File: src/rtl/evm_pkg.sv
// Shared definitions for the EVM ballot controller.
//   - controller state codes (plain 4-bit constants)
//   - candidate codes reported by the evm on candidate_name
//   - tally select codes driven on display_results
//   - evm internal idle/vote timeout length, for models of the evm side
package evm_pkg;

    typedef logic [3:0] state_t;

    localparam state_t StOff    = 4'd0;
    localparam state_t StPwrUp  = 4'd1;
    localparam state_t StOpen   = 4'd2;
    localparam state_t StAdmit  = 4'd3;
    localparam state_t StWaitV  = 4'd4;
    localparam state_t StClose  = 4'd5;
    localparam state_t StRead   = 4'd6;
    localparam state_t StWinner = 4'd7;
    localparam state_t StReport = 4'd8;
    localparam state_t StPwrOff = 4'd9;

    localparam logic [1:0] CAND_1 = 2'b01;
    localparam logic [1:0] CAND_2 = 2'b10;
    localparam logic [1:0] CAND_3 = 2'b11;

    localparam logic [1:0] DISP_C1 = 2'b00;
    localparam logic [1:0] DISP_C2 = 2'b01;
    localparam logic [1:0] DISP_C3 = 2'b10;

    localparam int unsigned EVM_TIMER_MAX = 100;

    // Cycles spent in PWRUP before the session opens.
    localparam int unsigned PWRUP_CYCLES = 2;

endpackage

File: src/rtl/evm_ballot_controller_if.sv
// Signal bundle between the ballot controller, the officer console and the evm.
//   master : controller side (drives evm control + console report)
//   slave  : environment side (console pulses + evm status/results)
// Console -> controller : start_session, voter_token, close_session
// Controller -> evm     : switch_on_evm, candidate_ready, voting_session_done,
//                         display_results, display_winner
// Evm -> controller     : voting_in_progress, voting_done, invalid_results,
//                         results, candidate_name
// Controller -> console : tally_1/2/3, winner_id, tie_flag, admitted, abandoned,
//                         autoclosed, report_valid, error
interface evm_ballot_controller_if #(
    parameter int unsigned WIDTH = 7
);

    logic             start_session;
    logic             voter_token;
    logic             close_session;

    logic             switch_on_evm;
    logic             candidate_ready;
    logic             voting_session_done;
    logic [1:0]       display_results;
    logic             display_winner;

    logic             voting_in_progress;
    logic             voting_done;
    logic             invalid_results;
    logic [WIDTH-1:0] results;
    logic [1:0]       candidate_name;

    logic [WIDTH-1:0] tally_1;
    logic [WIDTH-1:0] tally_2;
    logic [WIDTH-1:0] tally_3;
    logic [1:0]       winner_id;
    logic             tie_flag;
    logic [WIDTH-1:0] admitted;
    logic [WIDTH-1:0] abandoned;
    logic             autoclosed;
    logic             report_valid;
    logic             error;

    modport master (
        input  start_session, voter_token, close_session,
        input  voting_in_progress, voting_done, invalid_results, results, candidate_name,
        output switch_on_evm, candidate_ready, voting_session_done, display_results,
        output display_winner,
        output tally_1, tally_2, tally_3, winner_id, tie_flag, admitted, abandoned,
        output autoclosed, report_valid, error
    );

    modport slave (
        output start_session, voter_token, close_session,
        output voting_in_progress, voting_done, invalid_results, results, candidate_name,
        input  switch_on_evm, candidate_ready, voting_session_done, display_results,
        input  display_winner,
        input  tally_1, tally_2, tally_3, winner_id, tie_flag, admitted, abandoned,
        input  autoclosed, report_valid, error
    );

endinterface

File: src/rtl/evm_token_counter.sv
// Saturating up/down counter for pending voter tokens.
//   clk, rst  : clock, synchronous active-high reset
//   inc_i     : count up (held at all-ones)
//   dec_i     : count down (held at zero)
//   clr_i     : clear to zero, overrides inc/dec
//   count_o   : current count
// Simultaneous inc and dec leave the count unchanged.
module evm_token_counter #(
    parameter int unsigned Width = 4
) (
    input  logic             clk,
    input  logic             rst,
    input  logic             inc_i,
    input  logic             dec_i,
    input  logic             clr_i,
    output logic [Width-1:0] count_o
);

    logic [Width-1:0] count_q;
    logic [Width-1:0] count_d;

    always_comb begin
        count_d = count_q;
        if (clr_i) begin
            count_d = '0;
        end else if (inc_i && !dec_i) begin
            if (count_q != '1) begin
                count_d = count_q + Width'(1);
            end
        end else if (dec_i && !inc_i) begin
            if (count_q != '0) begin
                count_d = count_q - Width'(1);
            end
        end
    end

    always_ff @(posedge clk) begin
        if (rst) begin
            count_q <= '0;
        end else begin
            count_q <= count_d;
        end
    end

    assign count_o = count_q;

endmodule

File: src/rtl/evm_ballot_controller.sv
// Presiding-officer controller for an EVM: powers the evm, admits one voter per
// console token, closes the session, reads back the three tallies and the winner
// and holds a report for the officer console.
//   clk, rst : clock, synchronous active-high reset (drops evm power)
//   bus_io   : master side of evm_ballot_controller_if (console + evm signals)
// Parameters: WIDTH tally width, TOKEN_BITS pending-token counter width,
// ACK_TIMEOUT cycles allowed for each evm handshake edge.
module evm_ballot_controller
    import evm_pkg::*;
#(
    parameter int unsigned WIDTH       = 7,
    parameter int unsigned TOKEN_BITS  = 4,
    parameter int unsigned ACK_TIMEOUT = 4
) (
    input  logic                    clk,
    input  logic                    rst,
    evm_ballot_controller_if.master bus_io
);

    localparam logic [7:0]       PwrUpLast = 8'(PWRUP_CYCLES - 1);
    localparam logic [7:0]       AckLast   = 8'(ACK_TIMEOUT - 1);
    localparam logic [WIDTH-1:0] CountMax  = '1;

    state_t           state_q, state_d;
    logic [7:0]       timer_q, timer_d;
    logic             seen_q, seen_d;     // voting_in_progress rise seen in WAITV
    logic [1:0]       rd_idx_q, rd_idx_d;
    logic             close_q, close_d;   // close request waiting for next OPEN
    logic [WIDTH-1:0] tally_1_q, tally_1_d;
    logic [WIDTH-1:0] tally_2_q, tally_2_d;
    logic [WIDTH-1:0] tally_3_q, tally_3_d;
    logic [1:0]       winner_q, winner_d;
    logic             tie_q, tie_d;
    logic [WIDTH-1:0] admitted_q, admitted_d;
    logic [WIDTH-1:0] abandoned_q, abandoned_d;
    logic             autoclosed_q, autoclosed_d;
    logic             error_q, error_d;

    logic [TOKEN_BITS-1:0] pending;
    logic                  tok_inc;
    logic                  tok_dec;
    logic                  tok_clr;

    logic [WIDTH+1:0] tally_sum;
    logic [WIDTH+1:0] admitted_ext;
    logic [WIDTH+1:0] abandoned_raw;
    logic [WIDTH-1:0] abandoned_calc;

    // Tokens arriving once polling is closed belong to no session.
    assign tok_inc = bus_io.voter_token &&
                     !(state_q inside {StClose, StRead, StWinner, StReport});
    assign tok_dec = (state_q == StAdmit);

    evm_token_counter #(
        .Width (TOKEN_BITS)
    ) u_token_counter (
        .clk     (clk),
        .rst     (rst),
        .inc_i   (tok_inc),
        .dec_i   (tok_dec),
        .clr_i   (tok_clr),
        .count_o (pending)
    );

    // Extra two bits hold the three-way tally sum without overflow.
    always_comb begin
        tally_sum     = {2'b00, tally_1_q} + {2'b00, tally_2_q} + {2'b00, tally_3_q};
        admitted_ext  = {2'b00, admitted_q};
        abandoned_raw = (admitted_ext > tally_sum) ? admitted_ext - tally_sum : '0;
        if (abandoned_raw > {2'b00, CountMax}) begin
            abandoned_calc = CountMax;
        end else begin
            abandoned_calc = abandoned_raw[WIDTH-1:0];
        end
    end

    always_comb begin
        state_d      = state_q;
        timer_d      = timer_q;
        seen_d       = seen_q;
        rd_idx_d     = rd_idx_q;
        close_d      = close_q;
        tally_1_d    = tally_1_q;
        tally_2_d    = tally_2_q;
        tally_3_d    = tally_3_q;
        winner_d     = winner_q;
        tie_d        = tie_q;
        admitted_d   = admitted_q;
        abandoned_d  = abandoned_q;
        autoclosed_d = autoclosed_q;
        error_d      = error_q;
        tok_clr      = 1'b0;

        if (bus_io.close_session && (state_q inside {StOpen, StAdmit, StWaitV})) begin
            close_d = 1'b1;
        end

        case (state_q)
            StOff: begin
                if (bus_io.start_session) begin
                    state_d = StPwrUp;
                    timer_d = '0;
                    error_d = 1'b0;
                end
            end
            StPwrUp: begin
                if (timer_q == PwrUpLast) begin
                    state_d = StOpen;
                end else begin
                    timer_d = timer_q + 8'd1;
                end
            end
            StOpen: begin
                if (bus_io.voting_done) begin
                    // evm idle-timed out and closed itself
                    state_d      = StRead;
                    rd_idx_d     = DISP_C1;
                    autoclosed_d = 1'b1;
                    close_d      = 1'b0;
                    tok_clr      = 1'b1;
                end else if ((bus_io.close_session || close_q) &&
                             !bus_io.voting_in_progress) begin
                    state_d = StClose;
                    timer_d = '0;
                    close_d = 1'b0;
                    tok_clr = 1'b1;
                end else if ((pending != '0) && !bus_io.close_session && !close_q) begin
                    state_d = StAdmit;
                end
            end
            StAdmit: begin
                if (admitted_q != CountMax) begin
                    admitted_d = admitted_q + WIDTH'(1);
                end
                state_d = StWaitV;
                timer_d = '0;
                seen_d  = 1'b0;
            end
            StWaitV: begin
                if (!seen_q) begin
                    if (bus_io.voting_in_progress) begin
                        seen_d = 1'b1;
                    end else if (timer_q == AckLast) begin
                        error_d = 1'b1;
                        state_d = StOpen;
                    end else begin
                        timer_d = timer_q + 8'd1;
                    end
                end else if (!bus_io.voting_in_progress) begin
                    // vote cast or evm vote timeout; either way the booth is free
                    state_d = StOpen;
                end
            end
            StClose: begin
                if (bus_io.voting_done) begin
                    state_d  = StRead;
                    rd_idx_d = DISP_C1;
                end else if (timer_q == AckLast) begin
                    error_d  = 1'b1;
                    state_d  = StRead;
                    rd_idx_d = DISP_C1;
                end else begin
                    timer_d = timer_q + 8'd1;
                end
            end
            StRead: begin
                // A tie invalidates every tally, including ones already captured.
                if (bus_io.invalid_results || tie_q) begin
                    tie_d     = 1'b1;
                    tally_1_d = '0;
                    tally_2_d = '0;
                    tally_3_d = '0;
                end else begin
                    case (rd_idx_q)
                        DISP_C1: tally_1_d = bus_io.results;
                        DISP_C2: tally_2_d = bus_io.results;
                        default: tally_3_d = bus_io.results;
                    endcase
                end
                if (rd_idx_q == DISP_C3) begin
                    state_d = StWinner;
                end else begin
                    rd_idx_d = rd_idx_q + 2'd1;
                end
            end
            StWinner: begin
                winner_d    = tie_q ? 2'b00 : bus_io.candidate_name;
                abandoned_d = abandoned_calc;
                state_d     = StReport;
            end
            StReport: begin
                if (bus_io.start_session) begin
                    state_d = StPwrOff;
                    error_d = 1'b0;
                end
            end
            StPwrOff: begin
                tally_1_d    = '0;
                tally_2_d    = '0;
                tally_3_d    = '0;
                winner_d     = '0;
                tie_d        = 1'b0;
                admitted_d   = '0;
                abandoned_d  = '0;
                autoclosed_d = 1'b0;
                error_d      = 1'b0;
                close_d      = 1'b0;
                state_d      = StPwrUp;
                timer_d      = '0;
            end
            default: begin
                state_d = StOff;
            end
        endcase
    end

    always_ff @(posedge clk) begin
        if (rst) begin
            state_q      <= StOff;
            timer_q      <= '0;
            seen_q       <= 1'b0;
            rd_idx_q     <= '0;
            close_q      <= 1'b0;
            tally_1_q    <= '0;
            tally_2_q    <= '0;
            tally_3_q    <= '0;
            winner_q     <= '0;
            tie_q        <= 1'b0;
            admitted_q   <= '0;
            abandoned_q  <= '0;
            autoclosed_q <= 1'b0;
            error_q      <= 1'b0;
        end else begin
            state_q      <= state_d;
            timer_q      <= timer_d;
            seen_q       <= seen_d;
            rd_idx_q     <= rd_idx_d;
            close_q      <= close_d;
            tally_1_q    <= tally_1_d;
            tally_2_q    <= tally_2_d;
            tally_3_q    <= tally_3_d;
            winner_q     <= winner_d;
            tie_q        <= tie_d;
            admitted_q   <= admitted_d;
            abandoned_q  <= abandoned_d;
            autoclosed_q <= autoclosed_d;
            error_q      <= error_d;
        end
    end

    // Power is off only while idle and during the one-cycle power cycle.
    assign bus_io.switch_on_evm       = !(state_q inside {StOff, StPwrOff});
    assign bus_io.candidate_ready     = (state_q == StAdmit);
    assign bus_io.voting_session_done = (state_q == StClose);
    assign bus_io.display_results     = (state_q == StRead) ? rd_idx_q : 2'b00;
    assign bus_io.display_winner      = (state_q == StWinner);
    assign bus_io.report_valid        = (state_q == StReport);

    assign bus_io.tally_1    = tally_1_q;
    assign bus_io.tally_2    = tally_2_q;
    assign bus_io.tally_3    = tally_3_q;
    assign bus_io.winner_id  = winner_q;
    assign bus_io.tie_flag   = tie_q;
    assign bus_io.admitted   = admitted_q;
    assign bus_io.abandoned  = abandoned_q;
    assign bus_io.autoclosed = autoclosed_q;
    assign bus_io.error      = error_q;

endmodule

File: src/flat_wrapper.sv
// flat-port wrapper written by rule: the top's interface ports become plain ports
module evm_ballot_controller_flat import evm_pkg::*;
#(
    parameter int unsigned WIDTH       = 7,
    parameter int unsigned TOKEN_BITS  = 4,
    parameter int unsigned ACK_TIMEOUT = 4
)
  (clk, rst, bus_io_start_session, bus_io_voter_token, bus_io_close_session, bus_io_voting_in_progress, bus_io_voting_done, bus_io_invalid_results, bus_io_results, bus_io_candidate_name, bus_io_switch_on_evm, bus_io_candidate_ready, bus_io_voting_session_done, bus_io_display_results, bus_io_display_winner, bus_io_tally_1, bus_io_tally_2, bus_io_tally_3, bus_io_winner_id, bus_io_tie_flag, bus_io_admitted, bus_io_abandoned, bus_io_autoclosed, bus_io_report_valid, bus_io_error);
  evm_ballot_controller_if #(.WIDTH(WIDTH)) bus_io_i ();
  input  logic clk;
  input  logic rst;
  input wire logic [$bits(bus_io_i.start_session)-1:0] bus_io_start_session;
  input wire logic [$bits(bus_io_i.voter_token)-1:0] bus_io_voter_token;
  input wire logic [$bits(bus_io_i.close_session)-1:0] bus_io_close_session;
  input wire logic [$bits(bus_io_i.voting_in_progress)-1:0] bus_io_voting_in_progress;
  input wire logic [$bits(bus_io_i.voting_done)-1:0] bus_io_voting_done;
  input wire logic [$bits(bus_io_i.invalid_results)-1:0] bus_io_invalid_results;
  input wire logic [$bits(bus_io_i.results)-1:0] bus_io_results;
  input wire logic [$bits(bus_io_i.candidate_name)-1:0] bus_io_candidate_name;
  output wire logic [$bits(bus_io_i.switch_on_evm)-1:0] bus_io_switch_on_evm;
  output wire logic [$bits(bus_io_i.candidate_ready)-1:0] bus_io_candidate_ready;
  output wire logic [$bits(bus_io_i.voting_session_done)-1:0] bus_io_voting_session_done;
  output wire logic [$bits(bus_io_i.display_results)-1:0] bus_io_display_results;
  output wire logic [$bits(bus_io_i.display_winner)-1:0] bus_io_display_winner;
  output wire logic [$bits(bus_io_i.tally_1)-1:0] bus_io_tally_1;
  output wire logic [$bits(bus_io_i.tally_2)-1:0] bus_io_tally_2;
  output wire logic [$bits(bus_io_i.tally_3)-1:0] bus_io_tally_3;
  output wire logic [$bits(bus_io_i.winner_id)-1:0] bus_io_winner_id;
  output wire logic [$bits(bus_io_i.tie_flag)-1:0] bus_io_tie_flag;
  output wire logic [$bits(bus_io_i.admitted)-1:0] bus_io_admitted;
  output wire logic [$bits(bus_io_i.abandoned)-1:0] bus_io_abandoned;
  output wire logic [$bits(bus_io_i.autoclosed)-1:0] bus_io_autoclosed;
  output wire logic [$bits(bus_io_i.report_valid)-1:0] bus_io_report_valid;
  output wire logic [$bits(bus_io_i.error)-1:0] bus_io_error;
  assign bus_io_i.start_session = bus_io_start_session;
  assign bus_io_i.voter_token = bus_io_voter_token;
  assign bus_io_i.close_session = bus_io_close_session;
  assign bus_io_i.voting_in_progress = bus_io_voting_in_progress;
  assign bus_io_i.voting_done = bus_io_voting_done;
  assign bus_io_i.invalid_results = bus_io_invalid_results;
  assign bus_io_i.results = bus_io_results;
  assign bus_io_i.candidate_name = bus_io_candidate_name;
  assign bus_io_switch_on_evm = bus_io_i.switch_on_evm;
  assign bus_io_candidate_ready = bus_io_i.candidate_ready;
  assign bus_io_voting_session_done = bus_io_i.voting_session_done;
  assign bus_io_display_results = bus_io_i.display_results;
  assign bus_io_display_winner = bus_io_i.display_winner;
  assign bus_io_tally_1 = bus_io_i.tally_1;
  assign bus_io_tally_2 = bus_io_i.tally_2;
  assign bus_io_tally_3 = bus_io_i.tally_3;
  assign bus_io_winner_id = bus_io_i.winner_id;
  assign bus_io_tie_flag = bus_io_i.tie_flag;
  assign bus_io_admitted = bus_io_i.admitted;
  assign bus_io_abandoned = bus_io_i.abandoned;
  assign bus_io_autoclosed = bus_io_i.autoclosed;
  assign bus_io_report_valid = bus_io_i.report_valid;
  assign bus_io_error = bus_io_i.error;
  evm_ballot_controller #(.WIDTH(WIDTH), .TOKEN_BITS(TOKEN_BITS), .ACK_TIMEOUT(ACK_TIMEOUT)) u_core (.clk(clk), .rst(rst), .bus_io(bus_io_i));
endmodule
File: config.mk
export PLATFORM = sky130hd
export DESIGN_NAME = evm_ballot_controller_flat
export DESIGN_NICKNAME = d
export VERILOG_FILES = /design/src/rtl/evm_pkg.sv /design/src/rtl/evm_ballot_controller_if.sv /design/src/rtl/evm_token_counter.sv /design/src/rtl/evm_ballot_controller.sv /design/src/flat_wrapper.sv
export SDC_FILE = /design/constraint.sdc
export NUM_CORES = 1
export LEC_CHECK = 0
export ABC_AREA = 1
export CAP_MARGIN = 20
export CORE_MARGIN = 3
export CORE_UTILIZATION = 59
export DETAILED_ROUTE_END_ITERATION = 12
export PLACE_DENSITY = 0.87
export REMOVE_ABC_BUFFERS = 1
export SKIP_CTS_REPAIR_TIMING = 1
export SLEW_MARGIN = 40
export SYNTH_ARGS = -nofsm -noshare
export SYNTH_HDL_FRONTEND = slang
export SYNTH_HIERARCHICAL = 1
export SYNTH_SLANG_ARGS = --single-unit
export TNS_END_PERCENT = 10
File: constraint.sdc
create_clock -name clk -period 7.7 [get_ports clk]
set_clock_uncertainty 0.05 [all_clocks]
set_input_delay 1.54 -clock clk [delete_from_list [all_inputs] [get_ports clk]]
set_output_delay 1.54 -clock clk [all_outputs]
set_load 0.05 [all_outputs]
Word-level counts from Yosys, hierarchy flattened
Cells that the tools add are included.
Widths: inputs -> output; s select.
{ "totals": {"wordCells": 178, "out_inout_bits": 47, "input_bits": 17, "register_bits": 60} }
{ "op_classes": {"n_addsub": 8, "n_reduce_logical": 47, "n_mux": 69, "n_lt_le_gt_ge": 2, "n_eq_ne": 37} }
{ "op_table": {"columns": ["op", "count"], "rows": [
  ["$pmux 7 s2", 5],
  ["$mux 4", 17],
  ["$mux 8", 8],
  ["$mux 7", 8],
  ["$pmux 8 s6", 1],
  ["$pmux 4 s10", 1],
  ["$ne 2x2->1 const B", 10],
  ["$eq 4x3->1 const B", 4],
  ["$reduce_and 8->1", 2],
  ["$reduce_bool 2->1", 8],
  ["$mux 1", 15],
  ["$ne 3x2->1 const B", 5],
  ["$mux 2", 6],
  ["$ne 2x1->1 const B", 6],
  ["$reduce_and 2->1", 6],
  ["$reduce_bool 4->1", 3],
  ["$add 9x7->9", 1],
  ["$gt 7x9->1", 1],
  ["$gt 9x7->1 const B", 1],
  ["$mux 9", 1],
  ["$sub 7x9->9", 1],
  ["$add 7x7->8", 1],
  ["$add 8x1->8 const B", 1],
  ["$eq 4x2->1 const B", 2],
  ["other kinds (27)", 49]
]} }

Logic depth before layout (Yosys ltp)
Gate-level depths: netlist of the first run.
{ "depth": {"ltp_word": 8, "mapped_depth": 19, "mapped_depth_nobuf": 19} }

Hierarchy
Netlist of the first run, hierarchy kept.
{ "modules_own_cells": {"columns": ["mod", "instances", "seq_area_each_um2", "cells_per_inst", "area_per_inst_um2"], "rows": [
  ["evm_ballot_controller", 1, 1121.1, 534, 3664.8],
  ["evm_token_counter", 1, 80.1, 55, 357.8]
]} }

Worst setup path after synthesis of the first run
Ideal clock, no wire load.
{ "synth_timing": {"kind": "flip-flop to flip-flop", "from": "register u_core.tally_1_q[3] (netlist: u_core/bus_io.tally_1[3])", "to": "register u_core.abandoned_q[0] (netlist: u_core/bus_io.abandoned[0])", "stages_incl_launch_ff": 20, "arrival_ns": 3.422, "path_slack_ns": 4.157, "setup_time_ns": 0.070, "required_time_ns": 7.580, "path_buffers": 0, "period_less_slack_ns": 3.543, "path_cell_list": "dfxtp_1 > inv_1 > fa_1 > inv_1 > ha_1 > a21oi_1 > nand2_1 > a21oi_1 > nor2_1 > nor2_1 > xor2_1 > ha_1 > nand2_1 > nor2_1 > o21ai_0 > nand3_1 > nand3_1 > nor2_4 > nand2_1 > a21oi_1"} }
{ "synth_via": {"elab_chain_cells": 7, "word_cells_on_any_way": 8, "classes_between": "add/sub: 3; order compare: 2; mux: 3"} }
{ "synth_rtl": {"columns": ["element", "line", "source"], "rows": [
  ["from (decl)", "evm_ballot_controller.sv:29", "logic [WIDTH-1:0] tally_1_q, tally_1_d;"],
  ["from (signal assigned)", "evm_ballot_controller.sv:239", "tally_1_q <= tally_1_d;"],
  ["$add 7x7->8 *", "evm_ballot_controller.sv:67", "tally_sum = {2'b00, tally_1_q} + {2'b00, tally_2_q} + {2'b00, tally_3_q};"],
  ["$add 9x7->9 *", "evm_ballot_controller.sv:67", null],
  ["$sub 7x9->9 / $gt 7x9->1 (equally long branches)", "evm_ballot_controller.sv:69", "abandoned_raw = (admitted_ext > tally_sum) ? admitted_ext - tally_sum : '0;"],
  ["$mux 9 *", "evm_ballot_controller.sv:69", null],
  ["$gt 9x7->1", "evm_ballot_controller.sv:70", "if (abandoned_raw > {2'b00, CountMax}) begin"],
  ["$mux 7 *", "evm_ballot_controller.sv:70", null],
  ["$pmux 7 s2 *", "evm_ballot_controller.sv:98", "case (state_q)"],
  ["to (signal assigned)", "evm_ballot_controller.sv:245", "abandoned_q <= abandoned_d;"],
  ["to (decl)", "evm_ballot_controller.sv:35", "logic [WIDTH-1:0] abandoned_q, abandoned_d;"]
]} }
Mark *: on every way between the ends. The rest lies on a longest branch, timed or not.
A chain may end at the register's enable or synchronous reset.

Worst setup path after layout of the first run
{ "layout_timing": {"from": "register u_core.state_q[0]", "to": "output port bus_io_candidate_ready"} }
{ "layout_via": {"elab_chain_cells": 1} }
{ "layout_rtl": {"columns": ["element", "line", "source"], "rows": [
  ["from (decl)", "evm_ballot_controller.sv:24", "state_t state_q, state_d;"],
  ["from (signal assigned)", "evm_ballot_controller.sv:219", "state_q <= StOff;"],
  ["from (signal assigned)", "evm_ballot_controller.sv:234", "state_q <= state_d;"],
  ["$eq 4x2->1", "evm_ballot_controller.sv:253", "assign bus_io.candidate_ready = (state_q == StAdmit);"],
  ["to (decl)", "flat_wrapper.sv:21", "output wire logic [$bits(bus_io_i.candidate_ready)-1:0] bus_io_candidate_ready;"]
]} }
No other way between the ends.

==> metrics, run 1 <==
status completed; Final GP Congestion 0.980; Die ar. 7840 um^2; routed via count 4104; Final Hold Viols 0; most frequent cell after synthesis nand2_1; multi-input logic area 2430 um^2; per-cell routed wire length 14.3 um; slew of the pin with the lowest slew margin 724 ps; chip height 88.6 um; Port Buffers 63; CP Capture Type output pin; Critical Path Start Type register; post-synth top area share 29.9%; largest area contributor in the netlist dfxtp_1; fillers 521; pin count of the biggest net entering global routing 26; DRT Pass-1 Iters 7; area delta synth->final 21.5%; GRT Util Overall 28.5%; pre-CTS setup slack 4080 ps; Clock Path Buffers 2; asr flop ratio synth 0%; # rows 29; Distinct cells, synth 33; global-route wire length before repair 17.6 mm; IO Pins 64; register area 1200 um^2; post-synthesis cell count 589; share of post-route cells with drive strength above 1 7.11%; Placed Cells 722; synth cell count leaders nand2_1 (129), inv_1 (84), nor2_1 (76); antenna diode count 0; die width 88.6 um; sequential share of the synthesized area 29.9%; min-delay worst type reg -> reg; slew margin rel. 51.7%; Max Slew Vio Count 0; total grt overflow 0; Setup TNS 0 ps; period utilization 52.0%; Post-DRT Antenna Nets 0; Fmax achieved 250 MHz; number of max-cap violations 0; syn avg cell area 6.83 um^2; # setup viols final 0; largest cells by area after synthesis dfxtp_1 (30%), nand2_1 (12%), inv_1 (7.8%); vias in the first global route 3858; antenna violations before repair 0; clk root buf clkbuf_8; Clk Latency, worst-skew pair 340 ps; top_reg_cell synth dfxtp_1; unrepaired setup endpoints after global routing false; clock sinks 60; fin nets 705; Post-Syn Area 4020 um^2; worst ir drop on vdd 202 uV; post-detail-place hpwl 7.93 mm; Post-Route Utilization 75.2%; total power per unit cell area 282 nW/um^2; H-tree Lvls 3; crit path time final 4000 ps; crit-path max FO 7; Yosys reg bits 60; Synth Warn # 6; Post-synth EDFFs 0; Starting Density 61.9%; final setup margin 3700 ps; Num CTS Buffers 9; Worst EP arrival 2410 ps; CTS tree done; Final Cell Area 4890 um^2; Lkg Pwr 2.11 nW; Crit Path Category reg -> out; DRC viols 0; WP data required 6110 ps; Detailed Route Iter0 Violations 301; CTS clk-pin slew, worst paths 80 ps; Placed Area 4710 um^2; core area 6490 um^2; total wire length 10.5 mm; vias per cell 5.56; Final Non-Filler Cells 738
-- where the power goes --
part	internal (mW)	switching (mW)	total [mW]
Sequential	0.350	0.0458	0.396
Clock	0.117	0.138	0.255
Combinational	0.249	0.479	0.728
Total	0.716	0.663	1.38
-- metrics by stage --
step / hold WS [ps] / power, mW
floorplan: 397 / 0.947
global placement: 402 / 1.08
detailed placement: 404 / 1.11
CTS: 417 / 1.37
global route: 443 / 1.49
finish: 415 / 1.38
-- cells in the final DEF, fill, tap and decap left out --
cell type and n:
inv_4 1, buf_4 1, nand3_2 2, nor2_2 3, o21a_1 3, a21oi_2 3, clkinv_2 1, clkinv_4 1
ha_1 22, a31oi_4 2, o21ai_1 8, xor2_1 7, dfxtp_1 60, nand3b_1 2, o31ai_1 2, o21ai_0 19
clkbuf_8 9, nand2_4 2, xnor2_1 4, nand3_1 39, a21oi_1 60, a211oi_1 2, inv_2 5, inv_1 84
clkdlybuf4s50_1 63, inv_6 1, nand4_1 14, or2_1 1, nand2_1 129, fa_1 10, nor3_1 5, nor2_4 8
clkinvlp_4 4, nor4_1 2, o211ai_1 3, nand2_2 4, nor2_1 75
-- sequential cells by signal, summed over array words and instances (netlist names), 2 cells and up --
name and count:
u_core/bus_io.tally_2 7, u_core/rd_idx_q 2, u_core/bus_io.admitted 7, u_core/state_q 4, u_core/bus_io.winner_id 2, u_core/u_token_counter/count_o 4, u_core/bus_io.tally_1 7, u_core/timer_q 8
u_core/bus_io.abandoned 7, u_core/bus_io.tally_3 7
-- cell type report --
class / count / share of cell area (%)
Clock buffer: 9 / 2.53
Inverter: 90 / 6.96
Multi-Input combinational cell: 431 / 49.8
Clock inverter: 7 / 1.08
Tap cell: 77 / 1.97
Sequential cell: 60 / 24.6
Timing Repair Buffer: 64 / 13.1
-- layer usage --
layer	part of all wire, %	GRT usage (%)	up-vias
met3	6.1	4.56	31
met4	2.5	12.8	0
met5	0	0	-
li1	-	-	2039
met1	42	35.3	1863
met2	49	48.6	171
-- final timing paths --
check	startpoint	endpoint	slack, ps	cells past startpoint
hold / removal	u_core/bus_io.abandoned[3]$_SDFFE_PP0P_	u_core/bus_io.abandoned[3]$_SDFFE_PP0P_	420	2
setup / recovery	u_core/state_q[0]$_SDFFE_PP0P_	bus_io_candidate_ready	3700	3
hold reg to reg	u_core/bus_io.abandoned[3]$_SDFFE_PP0P_	u_core/bus_io.abandoned[3]$_SDFFE_PP0P_	420	2
setup reg to reg	u_core/bus_io.tally_1[3]$_SDFFE_PP0P_	u_core/bus_io.abandoned[4]$_SDFFE_PP0P_	4100	19
-- critical path, stage by stage (launching register included) --
cell,delay [ps]
dfxtp_1,480
nand2_1,160
nor2_1,520
clkdlybuf4s50_1,920
-- kinds of logic after synthesis --
| logic type | share of synthesized area [%] |
|---|---|
| buf+inv | 9.67 |
| compound gates | 14.4 |
| xor+xnor | 2.39 |
| simple gates | 31.9 |
| flops | 29.9 |
| fa+ha+maj | 11.8 |
No activity file was read; power rests on OpenSTA's default activity.
==> run 2: changes to the inputs <==
CORE_UTILIZATION = 49   (was 59)
PLACE_DENSITY = 0.77   (was 0.87)
clock period = 3.6 ns   (was 7.7 ns; I/O delays follow)
==> run 2 against run 1 <==
Compared with the run above:
- sequential cell count did not move
- register-to-register slack got worse by 3900 ps
- setup slack got worse by 3500 ps
- first-iteration DRC count fell by 20%
- die area rose by 19%
- via count rose by 0.49%
- sequential power rose by 110%
- global-route usage fell by 6.7 points
- highest routed layer unchanged
- sequential share of layout area fell by 0.34 points
==> metrics, run 2 (synthesized netlist as in run 1, its figures left out) <==
status completed (unchanged); unrepaired setup endpoints after global routing false (unchanged); Clk Latency, worst-skew pair 330 ps (was 340 ps); met1 track demand over resource 28.8% (was 35.3%); fin nets 709 (was 705); Worst EP arrival 3600 ps (was 2410 ps); clock sinks 60 (unchanged); Placed Cells 749 (was 722); post-detail-place hpwl 8.13 mm (was 7.93 mm); antenna diode count 0 (unchanged); # setup viols final 0 (unchanged); Comb power frac 53.7% (was 52.8%); pin count of the biggest net entering global routing 26 (unchanged); slew of the pin with the lowest slew margin 780 ps (was 724 ps); die width 96.6 um (was 88.6 um); clk root buf clkbuf_8 (unchanged); Lkg Pwr 2.15 nW (was 2.11 nW); Fmax achieved 295 MHz; sequential share of power 28.5% (was 28.7%); WP data required 3820 ps (was 6110 ps); Final Hold Viols 0 (unchanged); Starting Density 51.3% (was 61.9%); Setup TNS 0 ps (unchanged); IO Pins 64 (unchanged); antenna violations before repair 0 (unchanged); Max Slew Vio Count 0 (unchanged); met2 usage 34.3% (was 48.6%); crit-path most repeated cell nand2_1; Sw Ratio 46.9% (was 48.1%); H-tree Lvls 3 (unchanged); share of post-route cells with drive strength above 1 8.27% (was 7.11%); per-cell routed wire length 13.9 um (was 14.3 um); GRT Max-Usage Layer met2 (unchanged); crit-path max FO 7 (unchanged); period utilization 94.2%; Crit Path Category reg -> reg (was reg -> out); CTS clk-pin slew, worst paths 70 ps (was 80 ps); critical path's largest stage delay 530 ps (was 920 ps); Crit-path slowest cell fa_1 (was clkdlybuf4s50_1); slew margin rel. 47.9% (was 51.7%); total wire length 10.6 mm (was 10.5 mm); clock power share 17.9% (was 18.5%); total grt overflow 0 (unchanged); vias in the first global route 3758 (was 3858); Post-DRT Antenna Nets 0 (unchanged); DRT Pass-1 Iters 5 (was 7); most flop-heavy register u_core/timer_q (unchanged); max reg flops 8 (unchanged); CP top delay family adder cells (was buffers and inverters); GR Layer Usage met3 3.97% (was 4.56%); GRT Util Overall 21.8% (was 28.5%); global-route wire length before repair 17.0 mm (was 17.6 mm); CP Capture Type register (was output pin); Port Buffers 63 (unchanged); core area 7850 um^2 (was 6490 um^2); Critical Path Start Type register (unchanged); min-delay worst type reg -> reg (unchanged); Clock Path Buffers 2 (unchanged); routed via count 4124 (was 4104); Final Non-Filler Cells 767 (was 738); most common cell after layout, fill and taps aside nand2_1 (unchanged); DRC viols 0 (unchanged); Num CTS Buffers 9 (unchanged); worst ir drop on vdd 321 uV (was 202 uV); chip height 96.6 um (was 88.6 um); cell internal pwr 1.58 mW (was 0.716 mW); Detailed Route Iter0 Violations 240 (was 301); vias per cell 5.38 (was 5.56); # rows 32 (was 29); Die ar. 9330 um^2 (was 7840 um^2); area delta synth->final 23.5% (was 21.5%); most frequent cells in the layout nand2_1 (129), inv_1 (84), nor2_1 (76), clkdlybuf4s50_1 (63) (was nand2_1 (129), inv_1 (84), nor2_1 (75), clkdlybuf4s50_1 (63)); NetSw 1.40 mW (was 0.663 mW); CTS tree done (unchanged); CP cell instances inv_1 -> fa_1 -> inv_1 -> ha_1 -> fa_1 -> nand2_1 -> nand2_1 -> nand2_1 -> xor2_1 -> ha_1 -> nand2_1 -> nor2_1 -> o21ai_0 -> nand3_2 -> nand3_1 -> nor2_4 -> nand2_1 -> a21oi_1 (was nand2_1 -> nor2_1 -> clkdlybuf4s50_1); worst path bufs/invs 2 (was 1); total power per unit cell area 600 nW/um^2 (was 282 nW/um^2); crit path time final 3390 ps; Final GP Congestion 0.931 (was 0.980); number of max-cap violations 0 (unchanged)
-- run 2: worst reg2reg max path, delay by kind of cell, from the launching register on --
family | cells | cell delay [ps]
simple gates | 9 | 990
buf+inv | 2 | 110
compound gates | 2 | 240
flops | 1 | 330
fa+ha+maj | 4 | 1540
xor+xnor | 1 | 70
-- run 2: metal layers --
metal / routed length (um) / share of wire [%]
met3: 665 / 6.2
met1: 4720 / 44
met5: 0 / 0
met4: 248 / 2.3
met2: 5010 / 47
-- run 2: worst paths after layout --
check / startpoint / to / slack (ps) / depth (start not counted)
min reg2reg: u_core/bus_io.abandoned[6]$_SDFFE_PP0P_ / u_core/bus_io.abandoned[6]$_SDFFE_PP0P_ / 420 / 2
max reg2reg: u_core/bus_io.tally_1[1]$_SDFFE_PP0P_ / u_core/bus_io.abandoned[2]$_SDFFE_PP0P_ / 210 / 18
max: u_core/bus_io.tally_1[1]$_SDFFE_PP0P_ / u_core/bus_io.abandoned[2]$_SDFFE_PP0P_ / 210 / 18
min: u_core/bus_io.abandoned[6]$_SDFFE_PP0P_ / u_core/bus_io.abandoned[6]$_SDFFE_PP0P_ / 420 / 2
-- run 2: power groups by stage --
| stage | registers [mW] | clock network (mW) | logic [mW] |
|---|---|---|---|
| after floorplan | 0.944 | 0 | 1.08 |
| after detailed placement | 0.861 | 0 | 1.52 |
| final | 0.847 | 0.532 | 1.60 |
| after CTS | 0.846 | 0.543 | 1.53 |
| after global placement | 0.858 | 0 | 1.48 |
| after global routing | 0.861 | 0.569 | 1.78 |
-- run 2: final cells by class --
type | instances | area, um^2
clock buffer | 11 | 141
timing repair buffer | 68 | 668
multi-input combinational | 431 | 2460
fill | 713 | 2880
clock inverter | 5 | 27.5
tap | 102 | 128
sequential | 60 | 1200
inverter | 90 | 340
-- run 2: through the flow --
step                      cell area, um^2  power, mW  utilization, %  setup slack, ps  hold WS (ps)
after floorplan                      3970       2.03               -             58.1           397
after global routing                 4970       3.21            63.3             2.08           434
final                                4970       2.98            63.3              211           416
after detailed placement             4750       2.38            60.6              133           405
after global placement               4750       2.34            60.6              279           402
after CTS                            4920       2.92            62.7             88.2           415
==> run 3: changes to the inputs <==
HOLD_SLACK_MARGIN = 0.03   (was unset)
SYNTH_HIERARCHICAL = unset   (was 1)
==> run 3 against run 2 <==
Compared with the run above:
- total power decreased by 8.9%
- global-route usage increased by 0.90 points
- maximum frequency decreased by 0.96%
- combinational power decreased by 24%
- first-iteration DRC count decreased by 2.1%
- critical endpoint is now u_core.bus_io.abandoned[5]$_SDFFE_PP0P_
==> metrics, run 3 <==
critical path's largest stage delay 370 ps (was 530 ps); slew margin rel. 58.1% (was 47.9%); worst ir drop on vdd 325 uV (was 321 uV); most flop-heavy register u_core.timer_q (was u_core/timer_q); Synth Warn # 0 (was 6); Post-Syn Area 3940 um^2 (was 4020 um^2); Fmax achieved 292 MHz (was 295 MHz); Placed Cells 740 (was 749); Yosys reg bits 60 (unchanged); die width 95.6 um (was 96.6 um); CP cell instances ha_1 -> a21oi_2 -> nand2_2 -> a31oi_1 -> xnor2_1 -> ha_1 -> nand2_1 -> nor3_1 -> nand3b_1 -> xnor2_1 -> ha_1 -> nand2_1 -> nor2_1 -> a31oi_1 -> nand3_1 -> nor2_4 -> nand3_1 -> a21oi_1 (was inv_1 -> fa_1 -> inv_1 -> ha_1 -> fa_1 -> nand2_1 -> nand2_1 -> nand2_1 -> xor2_1 -> ha_1 -> nand2_1 -> nor2_1 -> o21ai_0 -> nand3_2 -> nand3_1 -> nor2_4 -> nand2_1 -> a21oi_1); WP data required 3830 ps (was 3820 ps); area delta synth->final 26.1% (was 23.5%); NetSw 1.13 mW (was 1.40 mW); Crit-path slowest cell ha_1 (was fa_1); top_reg_cell synth dfxtp_1 (unchanged); asr flop ratio synth 0% (unchanged); sequential share of power 30.2% (was 28.5%); Starting Density 50.7% (was 51.3%); worst hold margin 400 ps (was 416 ps); clock sinks 60 (unchanged); number of max-cap violations 0 (unchanged); Detailed Route Iter0 Violations 235 (was 240); Post-DRT Antenna Nets 0 (unchanged); Final GP Congestion 0.937 (was 0.931); Post-Route Utilization 63.9% (was 63.3%); unrepaired setup endpoints after global routing true (was false); Num CTS Buffers 9 (unchanged); IO Pins 64 (unchanged); post-detail-place hpwl 7.79 mm (was 8.13 mm); chip height 95.6 um (was 96.6 um); min-delay worst type reg -> reg (unchanged); post-synth top area share 30.5% (was 29.9%); routed via count 4090 (was 4124); Post-synth EDFFs 0 (unchanged); most common cell after layout, fill and taps aside nand2_1 (unchanged); total grt overflow 0 (unchanged); # rows 32 (unchanged); syn avg cell area 6.80 um^2 (was 6.83 um^2); CTS clk-pin slew, worst paths 70 ps (about the same); clk root buf clkbuf_8 (unchanged); Sw Ratio 41.6% (was 46.9%); crit path time final 3420 ps (was 3390 ps); Final Hold Viols 0 (unchanged); DRC viols 0 (unchanged); H-tree Lvls 3 (unchanged); DRT Pass-1 Iters 5 (unchanged); period utilization 95.1% (was 94.2%); sequential share of the synthesized area 30.5% (was 29.9%); worst path bufs/invs 0 (was 2); largest cells by area after synthesis dfxtp_1 (31%), nand2_1 (11%), nor2_1 (10%) (was dfxtp_1 (30%), nand2_1 (12%), inv_1 (7.8%)); Comb power frac 44.8% (was 53.7%); post-synthesis cell count 579 (was 589); status completed (unchanged); vias per cell 5.39 (was 5.38); # setup viols final 0 (unchanged); core area 7770 um^2 (was 7850 um^2); Worst EP arrival 3650 ps (was 3600 ps); pin count of the biggest net entering global routing 25 (was 26); Clock Path Buffers 2 (unchanged); total wire length 10.3 mm (was 10.6 mm); crit-path most repeated cell ha_1 (was nand2_1); CP Capture Type register (unchanged); most frequent cells in the layout nand2_1 (112), nor2_1 (105), clkdlybuf4s50_1 (63), dfxtp_1 (58), inv_1 (54) (was nand2_1 (129), inv_1 (84), nor2_1 (76), clkdlybuf4s50_1 (63)); CP top delay family simple AND/OR/NAND/NOR gates (was adder cells); antenna violations before repair 0 (unchanged); share of post-route cells with drive strength above 1 9.44% (was 8.27%); Distinct cells, synth 39 (was 33); clock power share 24.9% (was 17.9%); Max Slew Vio Count 0 (unchanged); crit-path max FO 7 (unchanged); antenna diode count 0 (unchanged); slew of the pin with the lowest slew margin 627 ps (was 780 ps); vias in the first global route 3673 (was 3758); Lkg Pwr 2.10 nW (was 2.15 nW); Clk Latency, worst-skew pair 350 ps (was 330 ps); most frequent cell after synthesis nand2_1 (unchanged); Crit Path Category reg -> reg (unchanged); synth cell count leaders nand2_1 (114), nor2_1 (105), dfxtp_1 (60) (was nand2_1 (129), inv_1 (84), nor2_1 (76)); max reg flops 8 (unchanged); fin nets 703 (was 709); Port Buffers 63 (unchanged); Die ar. 9150 um^2 (was 9330 um^2); per-cell routed wire length 13.6 um (was 13.9 um); cell internal pwr 1.58 mW (about the same); largest area contributor in the netlist dfxtp_1 (unchanged); Critical Path Start Type register (unchanged); CTS tree done (unchanged); Setup TNS 0 ps (unchanged); global-route wire length before repair 16.3 mm (was 17.0 mm); GRT Util Overall 22.7% (was 21.8%); total power per unit cell area 547 nW/um^2 (was 600 nW/um^2); Final Non-Filler Cells 759 (was 767); Total Power 2.71 mW (was 2.98 mW)
[run 3: cell count changes after synthesis, sizes merged, moves of 3 or more]
cell	before	now
nor3	5	13
xnor2	4	10
buf	5	2
inv	90	60
ha	22	30
nand2	135	123
xor2	7	10
a21oi	63	52
nand4	14	10
fa	10	4
o21ai	27	31
nand3	41	33
nor2	86	116
[run 3: worst reg2reg max path, cell delays in order (launching register included)]
cell and delay [ps]:
dfxtp_1 320, ha_1 370, a21oi_2 170, nand2_2 90, a31oi_1 170, xnor2_1 160
ha_1 300, nand2_1 100, nor3_1 40, nand3b_1 200, xnor2_1 150, ha_1 350
nand2_1 120, nor2_1 50, a31oi_1 140, nand3_1 140, nor2_4 200, nand3_1 100
a21oi_1 130
[run 3: worst paths after layout]
path	from	cells past startpoint	slack, ps	end
worst max-delay path	u_core.bus_io.tally_2[2]$_SDFFE_PP0P_	18	180	u_core.bus_io.abandoned[5]$_SDFFE_PP0P_
worst min-delay path	u_core.bus_io.autoclosed$_SDFFE_PP0P_	2	400	u_core.bus_io.autoclosed$_SDFFE_PP0P_
worst max register to register	u_core.bus_io.tally_2[2]$_SDFFE_PP0P_	18	180	u_core.bus_io.abandoned[5]$_SDFFE_PP0P_
worst min register to register	u_core.bus_io.autoclosed$_SDFFE_PP0P_	2	400	u_core.bus_io.autoclosed$_SDFFE_PP0P_
[run 3: final cells by class]
| type | count | area [um^2] |
|---|---|---|
| multi-input combinational | 454 | 2530 |
| tap | 102 | 128 |
| inverter | 60 | 225 |
| clock buffer | 11 | 141 |
| timing repair buffer | 67 | 661 |
| clock inverter | 5 | 75.1 |
| fill | 715 | 2800 |
| sequential | 60 | 1200 |
[run 3: layer usage]
metal  routed length [um]  track usage, %  part of all wire, %  vias up
met5                    0               0                    0        -
met1                 4300            26.9                   42     1890
met2                 5220            40.1                   51      122
met3                  576            5.37                  5.6       28
met4                  216            7.46                  2.1        0
li1                     -               -                    -     2050
[run 3: cell families after synthesis]
kind of cell,count (synthesis),synth area share [%]
buffers and inverters,65,6.36
AO/OA/AOI/OAI,96,13.3
flip-flops,60,30.5
XOR/XNOR,20,4.45
AND/OR/NAND/NOR,304,33.9
adder cells (fa/ha/maj),34,11.6
[run 3: stage by stage]
step	cell area [um^2]	setup slack (ps)
after floorplan	3910	-44.7
after global placement	4680	168
after detailed placement	4680	28.2
after CTS	4890	-16.1
after global routing	4960	-59.4
final	4960	178
[run 3: power by group through the flow]
| stage | clock network (mW) | registers, mW | logic, mW |
|---|---|---|---|
| finish | 0.676 | 0.820 | 1.22 |
| global route | 0.713 | 0.831 | 1.36 |
| CTS | 0.689 | 0.818 | 1.19 |
| detailed placement | 0 | 0.832 | 1.19 |
| global placement | 0 | 0.829 | 1.15 |
| floorplan | 0 | 0.899 | 0.832 |
